$ cat src/rtl/vs4x400_pkg.sv
// Shared constants for the vs4x400 query/database pair packer.
// Latency: n/a (constants and a helper function only).
// Backpressure: n/a.
//
// Contents: default vector-memory address width, lane geometry of the
// 64-bit packed write word, packer FSM state encoding, and a helper that
// returns the number of 32-bit query words per vector.
package vs4x400_pkg;

  localparam int ADDR_W = 12;  // default vector-memory word-address width
  localparam int LANE_W = 16;  // one {db, query} byte pair per lane
  localparam int LANES  = 4;   // lanes per 64-bit write word

  localparam logic [1:0] ST_IDLE   = 2'd0;
  localparam logic [1:0] ST_LOAD_Q = 2'd1;
  localparam logic [1:0] ST_LOAD_D = 2'd2;
  localparam logic [1:0] ST_DONE   = 2'd3;

  // ceil(dim / 4): write words needed to hold one vector.
  function automatic logic [6:0] words_for_dim(input logic [7:0] dim);
    return 7'((9'(dim) + 9'd3) >> 2);
  endfunction

endpackage

$ cat src/rtl/vs4x400_query_buf.sv
// Query vector store: 64 words x 32 bits, byte-enable write, word-indexed read.
// Latency: write takes effect at the clock edge; read is combinational.
// Backpressure: none, accepts a write every cycle.
//
// Ports:
//   clk      - clock
//   we_i     - write enable
//   waddr_i  - word index for the write
//   be_i     - per-byte write enables
//   wdata_i  - write data (only enabled bytes are stored)
//   raddr_i  - word index for the read
//   rdata_o  - read data
module vs4x400_query_buf
  import vs4x400_pkg::*;
(
  input  logic             clk,
  input  logic             we_i,
  input  logic [5:0]       waddr_i,
  input  logic [LANES-1:0] be_i,
  input  logic [31:0]      wdata_i,
  input  logic [5:0]       raddr_i,
  output logic [31:0]      rdata_o
);

  // No reset: contents are always written before being read in a load.
  logic [31:0] mem_q [64];

  always_ff @(posedge clk) begin
    if (we_i) begin
      for (int b = 0; b < LANES; b++) begin
        if (be_i[b]) begin
          mem_q[waddr_i][8*b +: 8] <= wdata_i[8*b +: 8];
        end
      end
    end
  end

  assign rdata_o = mem_q[raddr_i];

endmodule

$ cat src/rtl/vs4x400_pair_packer.sv
// Loads a query vector, then packs each database vector with it into 64-bit pair words.
// Latency: a write word appears one cycle after its 4th byte; done one cycle after the last write.
// Backpressure: s_ready is high throughout a load (1 byte/cycle); s_valid=0 simply freezes progress.
//
// Ports:
//   clk, reset                     - clock, asynchronous active-high reset
//   load_start, cfg_dim_size,
//   cfg_vector_count               - start a load; config sampled on the start cycle in IDLE
//   s_valid, s_data, s_ready       - int8 byte stream: dim query bytes, then count*dim db bytes
//   wr_en, wr_addr, wr_data        - vector-memory write port (lane k = {db, query} at bits 16k+15:16k)
//   busy, done, err                - load in progress, one-cycle completion pulse, sticky config error
//
// Build option: define VS4X400_PACKER_ZERO_PAD_EN to accept dims that are not a
// multiple of 4; unused lanes of each vector's last word are written as zero.
module vs4x400_pair_packer #(
  parameter int ADDR_W  = vs4x400_pkg::ADDR_W,
  parameter int MAX_DIM = 252
) (
  input  logic              clk,
  input  logic              reset,
  input  logic              load_start,
  input  logic [7:0]        cfg_dim_size,
  input  logic [9:0]        cfg_vector_count,
  input  logic              s_valid,
  input  logic [7:0]        s_data,
  output logic              s_ready,
  output logic              wr_en,
  output logic [ADDR_W-1:0] wr_addr,
  output logic [63:0]       wr_data,
  output logic              busy,
  output logic              done,
  output logic              err
);

  import vs4x400_pkg::*;

  logic [1:0]        state_q, state_d;
  logic [7:0]        dim_q, dim_d;
  logic [9:0]        cnt_q, cnt_d;
  logic [7:0]        byte_q, byte_d;    // byte index within the current vector
  logic [9:0]        vec_q, vec_d;      // database vector index
  logic [31:0]       db_q, db_d;        // db bytes of the word being assembled
  logic [ADDR_W-1:0] addr_q, addr_d;
  logic              wr_en_q, wr_en_d;
  logic [63:0]       wr_data_q, wr_data_d;
  logic              busy_q, busy_d;
  logic              done_q, done_d;
  logic              err_q, err_d;

  // ---------------- configuration check ----------------
  logic [6:0]  cfg_words;
  logic [32:0] cfg_total;
  logic [32:0] addr_space;
  logic        dim_unaligned;
  logic        cfg_bad;

  assign cfg_words  = words_for_dim(cfg_dim_size);
  assign cfg_total  = 33'(cfg_vector_count) * 33'(cfg_words);
  assign addr_space = 33'd1 << ADDR_W;

`ifdef VS4X400_PACKER_ZERO_PAD_EN
  assign dim_unaligned = 1'b0;
`else
  assign dim_unaligned = |cfg_dim_size[1:0];
`endif

  assign cfg_bad = (cfg_dim_size == 8'd0)
                || (int'(cfg_dim_size) > MAX_DIM)
                || (cfg_vector_count == 10'd0)
                || (cfg_total > addr_space)
                || dim_unaligned;

  // ---------------- datapath ----------------
  logic        xfer;
  logic        last_byte;
  logic        last_vec;
  logic [1:0]  lane;
  logic [31:0] q_word;
  logic [31:0] pack_db;
  logic [63:0] pack;

  assign s_ready   = (state_q == ST_LOAD_Q) || (state_q == ST_LOAD_D);
  assign xfer      = s_valid && s_ready;
  assign last_byte = (byte_q == dim_q - 8'd1);
  assign last_vec  = (vec_q == cnt_q - 10'd1);
  assign lane      = byte_q[1:0];

  vs4x400_query_buf u_qbuf (
    .clk     (clk),
    .we_i    (xfer && (state_q == ST_LOAD_Q)),
    .waddr_i (byte_q[7:2]),
    .be_i    (4'b0001 << lane),
    .wdata_i ({4{s_data}}),
    .raddr_i (byte_q[7:2]),
    .rdata_o (q_word)
  );

  // Assemble the outgoing word from the stored query word and the db bytes
  // collected so far plus the byte on the bus. Lanes above the current one
  // only exist on a short last word, and are forced to zero there.
  always_comb begin
    pack_db = db_q;
    pack_db[{lane, 3'b000} +: 8] = s_data;
    pack = '0;
    for (int k = 0; k < LANES; k++) begin
      if (k <= int'(lane)) begin
        pack[LANE_W*k +: 8]     = q_word[8*k +: 8];
        pack[LANE_W*k + 8 +: 8] = pack_db[8*k +: 8];
      end
    end
  end

  // ---------------- control ----------------
  always_comb begin
    state_d   = state_q;
    dim_d     = dim_q;
    cnt_d     = cnt_q;
    byte_d    = byte_q;
    vec_d     = vec_q;
    db_d      = db_q;
    wr_en_d   = 1'b0;
    wr_data_d = wr_data_q;
    busy_d    = busy_q;
    done_d    = 1'b0;
    err_d     = err_q;
    // The address advances once the write it labels has been presented.
    addr_d    = wr_en_q ? addr_q + ADDR_W'(1) : addr_q;

    case (state_q)
      ST_IDLE: begin
        if (load_start) begin
          if (cfg_bad) begin
            err_d = 1'b1;
          end else begin
            err_d   = 1'b0;
            busy_d  = 1'b1;
            dim_d   = cfg_dim_size;
            cnt_d   = cfg_vector_count;
            byte_d  = 8'd0;
            vec_d   = 10'd0;
            addr_d  = '0;
            state_d = ST_LOAD_Q;
          end
        end
      end

      ST_LOAD_Q: begin
        if (xfer) begin
          if (last_byte) begin
            byte_d  = 8'd0;
            state_d = ST_LOAD_D;
          end else begin
            byte_d = byte_q + 8'd1;
          end
        end
      end

      ST_LOAD_D: begin
        if (xfer) begin
          db_d = pack_db;
          if ((lane == 2'd3) || last_byte) begin
            wr_en_d   = 1'b1;
            wr_data_d = pack;
          end
          if (last_byte) begin
            byte_d = 8'd0;
            if (last_vec) begin
              state_d = ST_DONE;
            end else begin
              vec_d = vec_q + 10'd1;
            end
          end else begin
            byte_d = byte_q + 8'd1;
          end
        end
      end

      ST_DONE: begin
        // The final write is on the port this cycle; done follows it.
        busy_d  = 1'b0;
        done_d  = 1'b1;
        state_d = ST_IDLE;
      end

      default: state_d = ST_IDLE;
    endcase
  end

  always_ff @(posedge clk or posedge reset) begin
    if (reset) begin
      state_q   <= ST_IDLE;
      dim_q     <= 8'd0;
      cnt_q     <= 10'd0;
      byte_q    <= 8'd0;
      vec_q     <= 10'd0;
      db_q      <= 32'd0;
      addr_q    <= '0;
      wr_en_q   <= 1'b0;
      wr_data_q <= 64'd0;
      busy_q    <= 1'b0;
      done_q    <= 1'b0;
      err_q     <= 1'b0;
    end else begin
      state_q   <= state_d;
      dim_q     <= dim_d;
      cnt_q     <= cnt_d;
      byte_q    <= byte_d;
      vec_q     <= vec_d;
      db_q      <= db_d;
      addr_q    <= addr_d;
      wr_en_q   <= wr_en_d;
      wr_data_q <= wr_data_d;
      busy_q    <= busy_d;
      done_q    <= done_d;
      err_q     <= err_d;
    end
  end

  assign wr_en   = wr_en_q;
  assign wr_addr = addr_q;
  assign wr_data = wr_data_q;
  assign busy    = busy_q;
  assign done    = done_q;
  assign err     = err_q;

endmodule

$ cat config.mk
export PLATFORM = sky130hd
export DESIGN_NAME = vs4x400_pair_packer
export DESIGN_NICKNAME = d
export VERILOG_FILES = /design/src/rtl/vs4x400_pkg.sv /design/src/rtl/vs4x400_query_buf.sv /design/src/rtl/vs4x400_pair_packer.sv
export SDC_FILE = /design/constraint.sdc
export NUM_CORES = 2
export LEC_CHECK = 0
export CELL_PAD_IN_SITES_DETAIL_PLACEMENT = 0
export CELL_PAD_IN_SITES_GLOBAL_PLACEMENT = 2
export CORE_MARGIN = 4
export CORE_UTILIZATION = 30
export CTS_CLUSTER_DIAMETER = 200
export DETAILED_ROUTE_END_ITERATION = 10
export PLACE_DENSITY_LB_ADDON = 0.15
export SLEW_MARGIN = 20
export SYNTH_ARGS = -nofsm -noshare
export SYNTH_HDL_FRONTEND = slang
export SYNTH_SLANG_ARGS = --single-unit
$ cat constraint.sdc
create_clock -name clk -period 6.05 [get_ports clk]
set_input_delay 0.605 -clock clk [delete_from_list [all_inputs] [get_ports clk]]
set_output_delay 0.605 -clock clk [all_outputs]
set_load 0.01 [all_outputs]
-- Word level (Yosys, flattened, before mapping)
Memory sizes are Yosys's and may differ from the RTL's.
Cells that the tools add are included.
- bits in registers: 150
- memory bits (writable): 2048
- bits of input ports: 30
- output and inout port bits: 81
- word-level logic and storage cells: 116
- memories: 1
- memories (name ; depth ; bits a word ; read ports ; clocked after memory_dff ; wr ports ; RTL line ; source):
    u_qbuf.mem_q ; 64 ; 32 ; 1 ; 0 ; 1 ; vs4x400_query_buf.sv:26 ; logic [31:0] mem_q [64];
- add/sub/neg operators: 7
- multipliers: 1
- magnitude comparators: 5
- equal/unequal tests: 15
- shift operators: 3
- mux-type cells: 47
- bitwise logic cells: 1
- reductions and logical operators: 24
- operators by type and width (kind ; number):
    10-bit 2-to-1 mux ; 5
    12-bit 2-to-1 mux ; 4
    16-bit 2-to-1 mux ; 3
    32-bit bitwise mux ; 1
    8-bit 2-to-1 mux ; 4
    8-bit by 7-bit variable shift with 32-bit output, first input constant ; 1
    8-bit by 7-bit variable part select with 32-bit output ; 1
    10-bit case mux with 2 select lines ; 1
    1-bit 2-to-1 mux ; 19
    17-bit by 13-bit > comparator with 1-bit output, second input constant ; 1
    10-bit by 7-bit multiplier with 17-bit output ; 1
    2-bit inequality test, second input constant ; 8
    8-bit case mux with 2 select lines ; 1
    2-bit 2-to-1 mux ; 7
    12-bit by 1-bit adder with 12-bit output, second input constant ; 1
    10-bit by 1-bit adder with 10-bit output, second input constant ; 1
    10-bit equality test ; 1
    10-bit zero test ; 1
    10-bit by 1-bit subtractor with 10-bit output, second input constant ; 1
    8-bit by 2-bit adder with 9-bit output, second input constant ; 1
    3-bit AND reduction ; 3
    8-bit by 1-bit adder with 8-bit output, second input constant ; 1
    8-bit equality test ; 1
    8-bit > comparator, second input constant ; 1
    other kinds (21) ; 34

-- Longest topological paths before layout
- word-level depth: 8
- gate-level depth with buffers: 27
- mapped depth without buffers: 25

-- Hierarchy
A second synthesis with hierarchy kept.
- cells, all modules: 4544
- area total of the unflattened synthesis: 88766.4 um2
- by module, submodules not included (module ; times used ; cells an instance ; area each (um2) ; seq. area each (um2)):
    vs4x400_query_buf ; 1 ; 3544 ; 79130.9 ; 61499.0
    vs4x400_pair_packer ; 1 ; 1000 ; 9635.5 ; 3753.6

-- Least setup slack after synthesis
Ideal clock, no wire load.
- kind: input to register
- from: input port cfg_dim_size[0]
- to: register cnt_q[4]
- setup time: 0.125 ns
- arrival time: 6.026 ns
- required time: 5.925 ns
- slack: -0.101 ns
- cell stages on the path: 24
- path buffers: 1
- path through: nor2_1 > nor2b_1 > nand3_1 > nor2_1 > nand2_1 > xnor2_1 > and2_1 > fa_1 > fa_1 > fa_1 > inv_1 > fa_1 > inv_1 > ha_1 > o21a_1 > nor2_1 > a221o_1 > nor3_1 > nand4_1 > o31ai_2 > nand4_1 > nor2_4 > buf_6 > mux2_2
- word-level cells in the longest chain between the ends: 7
- elaborated cells between the ends (all ways): 12
- classes of those cells: add/sub: 1; mul: 1; order compare: 2; bitwise: 1; reduce/logical: 7
- RTL lines (item ; RTL line ; source):
    start: declaration ; vs4x400_pair_packer.sv:22 ; input logic [7:0] cfg_dim_size,
    8-bit by 2-bit adder with 9-bit output (tied with other cells) ; vs4x400_pkg.sv:21 ; return 7'((9'(dim) + 9'd3) >> 2);
    10-bit by 7-bit multiplier with 17-bit output or 1-bit logical OR (tied branches) ; vs4x400_pair_packer.sv:58, vs4x400_pair_packer.sv:68 ;
    17-bit by 13-bit > comparator with 1-bit output or 1-bit logical OR (tied branches) ; vs4x400_pair_packer.sv:70, vs4x400_pair_packer.sv:69 ;
    1-bit logical OR ; vs4x400_pair_packer.sv:70 ; || (cfg_total > addr_space)
    1-bit logical OR * ; vs4x400_pair_packer.sv:71 ; || dim_unaligned;
    1-bit NOT (no line) * ; - ;
    3-bit AND reduction (no line) * ; - ;
    end signal: assignment ; vs4x400_pair_packer.sv:206 ; cnt_q <= cnt_d;
    end: declaration ; vs4x400_pair_packer.sv:39 ; logic [9:0] cnt_q, cnt_d;
Every way passes the cells marked *; elsewhere a longest branch is shown, timed or not.
A chain may end at the register's enable or synchronous reset.

-- Final worst setup path
- from: input port cfg_dim_size[2]
- to: register byte_q[7]
- word-level cells in the longest chain between the ends: 7
- elaborated cells between the ends (all ways): 11
- classes of those cells: add/sub: 1; mul: 1; order compare: 2; eq/ne: 1; reduce/logical: 6
- RTL lines (item ; RTL line ; source):
    8-bit by 2-bit adder with 9-bit output (tied with other cells) ; vs4x400_pkg.sv:21 ;
    10-bit by 7-bit multiplier with 17-bit output or 1-bit logical OR (tied branches) ; vs4x400_pair_packer.sv:58, vs4x400_pair_packer.sv:68 ;
    17-bit by 13-bit > comparator with 1-bit output or 1-bit logical OR (tied branches) ; vs4x400_pair_packer.sv:70, vs4x400_pair_packer.sv:69 ;
    1-bit logical OR * ; vs4x400_pair_packer.sv:70 ;
    1-bit logical OR * ; vs4x400_pair_packer.sv:71 ;
    2-bit inequality test (no line) * ; - ;
    4-bit AND reduction (no line) * ; - ;
    end signal: assignment ; vs4x400_pair_packer.sv:207 ; byte_q <= byte_d;
    end: declaration ; vs4x400_pair_packer.sv:40 ; logic [7:0] byte_q, byte_d;
Marks and branches as above.

==> reports/results.txt <==
Run status = finished clean
Crit path from = cfg_dim_size[2]
Gate Count Post-Synth = 5108
R2R cell count = 10
Yosys top cell area share = 73.2%
Die height = 537 um
Area grow syn2layout = 17.5%
Met1 Track Usage GR = 28.3%
Routed len/inst = 31.3 um
Initial Util = 30.1%
Final setup fails = 0
Avg Inst Size Synth = 16.5 um2
Clock Sinks = 2198
Largest stage delay, worst path = 0.56 ns
Final Worst Setup Slack = 0.219 ns
Synth Flop Type = edfxtp_1
Comb power frac = 18.3%
Clock network fraction of total power = 36.6%
IO Count = 111
Critical Path Stages = 27
Delay-heaviest family, CP = adder cells
Initial antenna violation count = 15
DIE AREA = 289000 um2
Skew-Pair Late Insertion Delay = 0.88 ns
IO Port Bufs = 110
FP Rows = 194
GRT met3 Usage = 2.80%
Worst Setup EP = byte_q[7]
CP Class = in2reg
Iteration-0 DRC Markers = 4621
Max-Cap Viols = 0
Reg-to-Reg End = wr_data[6]
Flop pwr share = 45.1%
M2 GR Usage = 31.5%
Power per cell area = 392 nW/um2
Worst-path fanout max = 6
Peak VDD IR = 293 uV
Post-Syn Area = 84100 um2
Share of cells above drive strength 1 = 12.4%
Initial DRT Pass Iterations = 6
Net Count, Synth = 5228
First-pass GRT wire length = 406000 um
Die width = 537 um
Min Tclk post-route = 5.83 ns
Yosys warns = 0
Async set-reset flop share out of synthesis = 6.82%
Switching power = 10900 uW
Worst path required time = 6.82 ns
CTS Buf Count = 240
CTS root buffer = clkbuf_16
Largest net degree at the start of global routing = 200
Most frequent cells in the layout = 2048 x edfxtp_1, 711 x a22oi_1, 284 x nor2_1
Slowest CP cell = fa_1
Drt total wl = 291000 um
Final net count = 5515
Final worst path period share = 96.4%
Hold buffers post-CTS = 0
Design Area, Final = 98700 um2
Worst Path Arrival = 6.60 ns
Worst Tran Pin Value = 1.22 ns
Pint = 27800 uW
Flops & latches, synth = 2198
Placeable Area = 279000 um2
Commonest non-fill, non-tap cell in the layout = edfxtp_1
Achievable clock frequency = 171 MHz
GR peak layer = met2
DRC = 0
Post-synth EDFFs = 2048
Setup crit start kind = primary input
Crit. End Element = register
FF-to-FF setup slack = 1.63 ns
Worst r2r src = byte_q[2]
Slew headroom = 18.3%
Clock Tree Buf Depth = 4
Hold/Removal Path Class = in2reg
Clock transition at the registers of the reported paths = 0.06 ns
Via count = 49.3k
H-tree Lvls = 4
Synth area leader = edfxtp_1
DR vias/cell = 5.30
GP Congestion = 0.759
DP Area = 91100 um2
Final hold violation count = 0
WP buf/inv = 8
Sequential-to-total area share from yosys stat = 77.6%
Max Slew Vio Count = 0
DPL Wire Length = 174000 um
GRT Overall Usage = 19.7%
Yosys cell types = 70
Number of global-route vias before repair = 49.3k
Final ANT Viol Nets = 0
Setup WS pre-CTS = -0.937 ns
Clk_skew = 0.0633 ns
P_leak = 0.0312 uW
TritonCTS clock tree = done
Total grt overflow = 0
Switching share of power = 28.2%
Top post-synthesis cells by area = edfxtp_1 73%, a22oi_1 6.3%, dfrtp_1 4.5%
Setup_tns = 0 ns
-- timing repair --
item                       in CTS  in global routing
pin swaps                       2                 13
buffers inserted                1                  7
setup endpoints to repair      37                 49
gates resized for setup         2                 32
-- flip-flops by register name, summed over array words and instances, names as in the netlist --
name          cells
u_qbuf.mem_q   2048
wr_data          64
db_q             32
wr_addr          12
cnt_q            10
vec_q            10
byte_q            8
dim_q             8
state_q           2
busy              1
done              1
err               1
wr_en             1
-- how the worst min path moves through the flow --
stage / start / to / slack, ns / depth (start not counted)
4_1_cts: s_data[4] / u_qbuf.mem_q[15][4] / 0.11 / 1
3_3_place_gp: db_q[22] / db_q[22] / 0.45 / 2
2_1_floorplan: db_q[10] / db_q[10] / 0.44 / 2
5_1_grt: s_data[4] / u_qbuf.mem_q[15][4] / 0.12 / 1
3_5_place_dp: db_q[15] / db_q[15] / 0.46 / 2
6_report: s_data[4] / u_qbuf.mem_q[15][4] / 0.14 / 1
-- stage by stage --
step	total power [uW]	hold WS, ns	utilization [%]	instances
2_1_floorplan	21400	0.442	-	5108
3_3_place_gp	24800	0.454	32.6	8868
3_5_place_dp	24800	0.464	32.6	8869
4_1_cts	39100	0.108	35.3	9299
5_1_grt	40400	0.120	35.4	9307
6_report	38700	0.141	35.4	9310
-- synthesized netlist by cell type, types with 80 or more instances --
library cell and n:
nand2_1 187, clkbuf_1 235, buf_1 80, nand4_1 119, a31oi_1 137, edfxtp_1 2048
dfrtp_1 150, a22oi_1 711, a22o_1 177, nor2_1 299, a221oi_1 158, a21oi_1 163
-- cell type report --
cell class,count,area (um2)
fill,26499,180000
sequential,2198,65300
multi-input combinational,2517,17600
clock buffer,298,6260
tap,3724,4660
timing repair buffer,378,3570
clock inverter,131,1170
inverter,60,233
antenna,4,10.0
-- routing by layer --
metal	share of wire, %	wire, um	vias to the layer above
met2	47	136000	1452
met5	0.0045	13	-
met3	5.2	15200	337
met4	2.3	6610	2
li1	-	-	21339
met1	46	134000	26206
-- power by group through the flow --
stage | clock (uW) | combinational (uW) | sequential, uW
6_report | 14200 | 7100 | 17500
4_1_cts | 14500 | 7110 | 17500
2_1_floorplan | 0 | 3690 | 17700
3_3_place_gp | 0 | 7060 | 17800
5_1_grt | 15200 | 7730 | 17500
3_5_place_dp | 0 | 7060 | 17800
-- logic make-up (layout without fill, tap and decap cells) --
family	after synthesis	after routing	synth area share, %
compound gates	1514	1514	13.2
xor+xnor	51	51	0.531
fa+ha+maj	90	90	1.69
buf+inv	393	867	1.80
flops	2198	2198	77.6
mux	29	29	0.381
other cells	0	4	0
simple gates	833	833	4.76
Power figures use the tool's default switching activity.
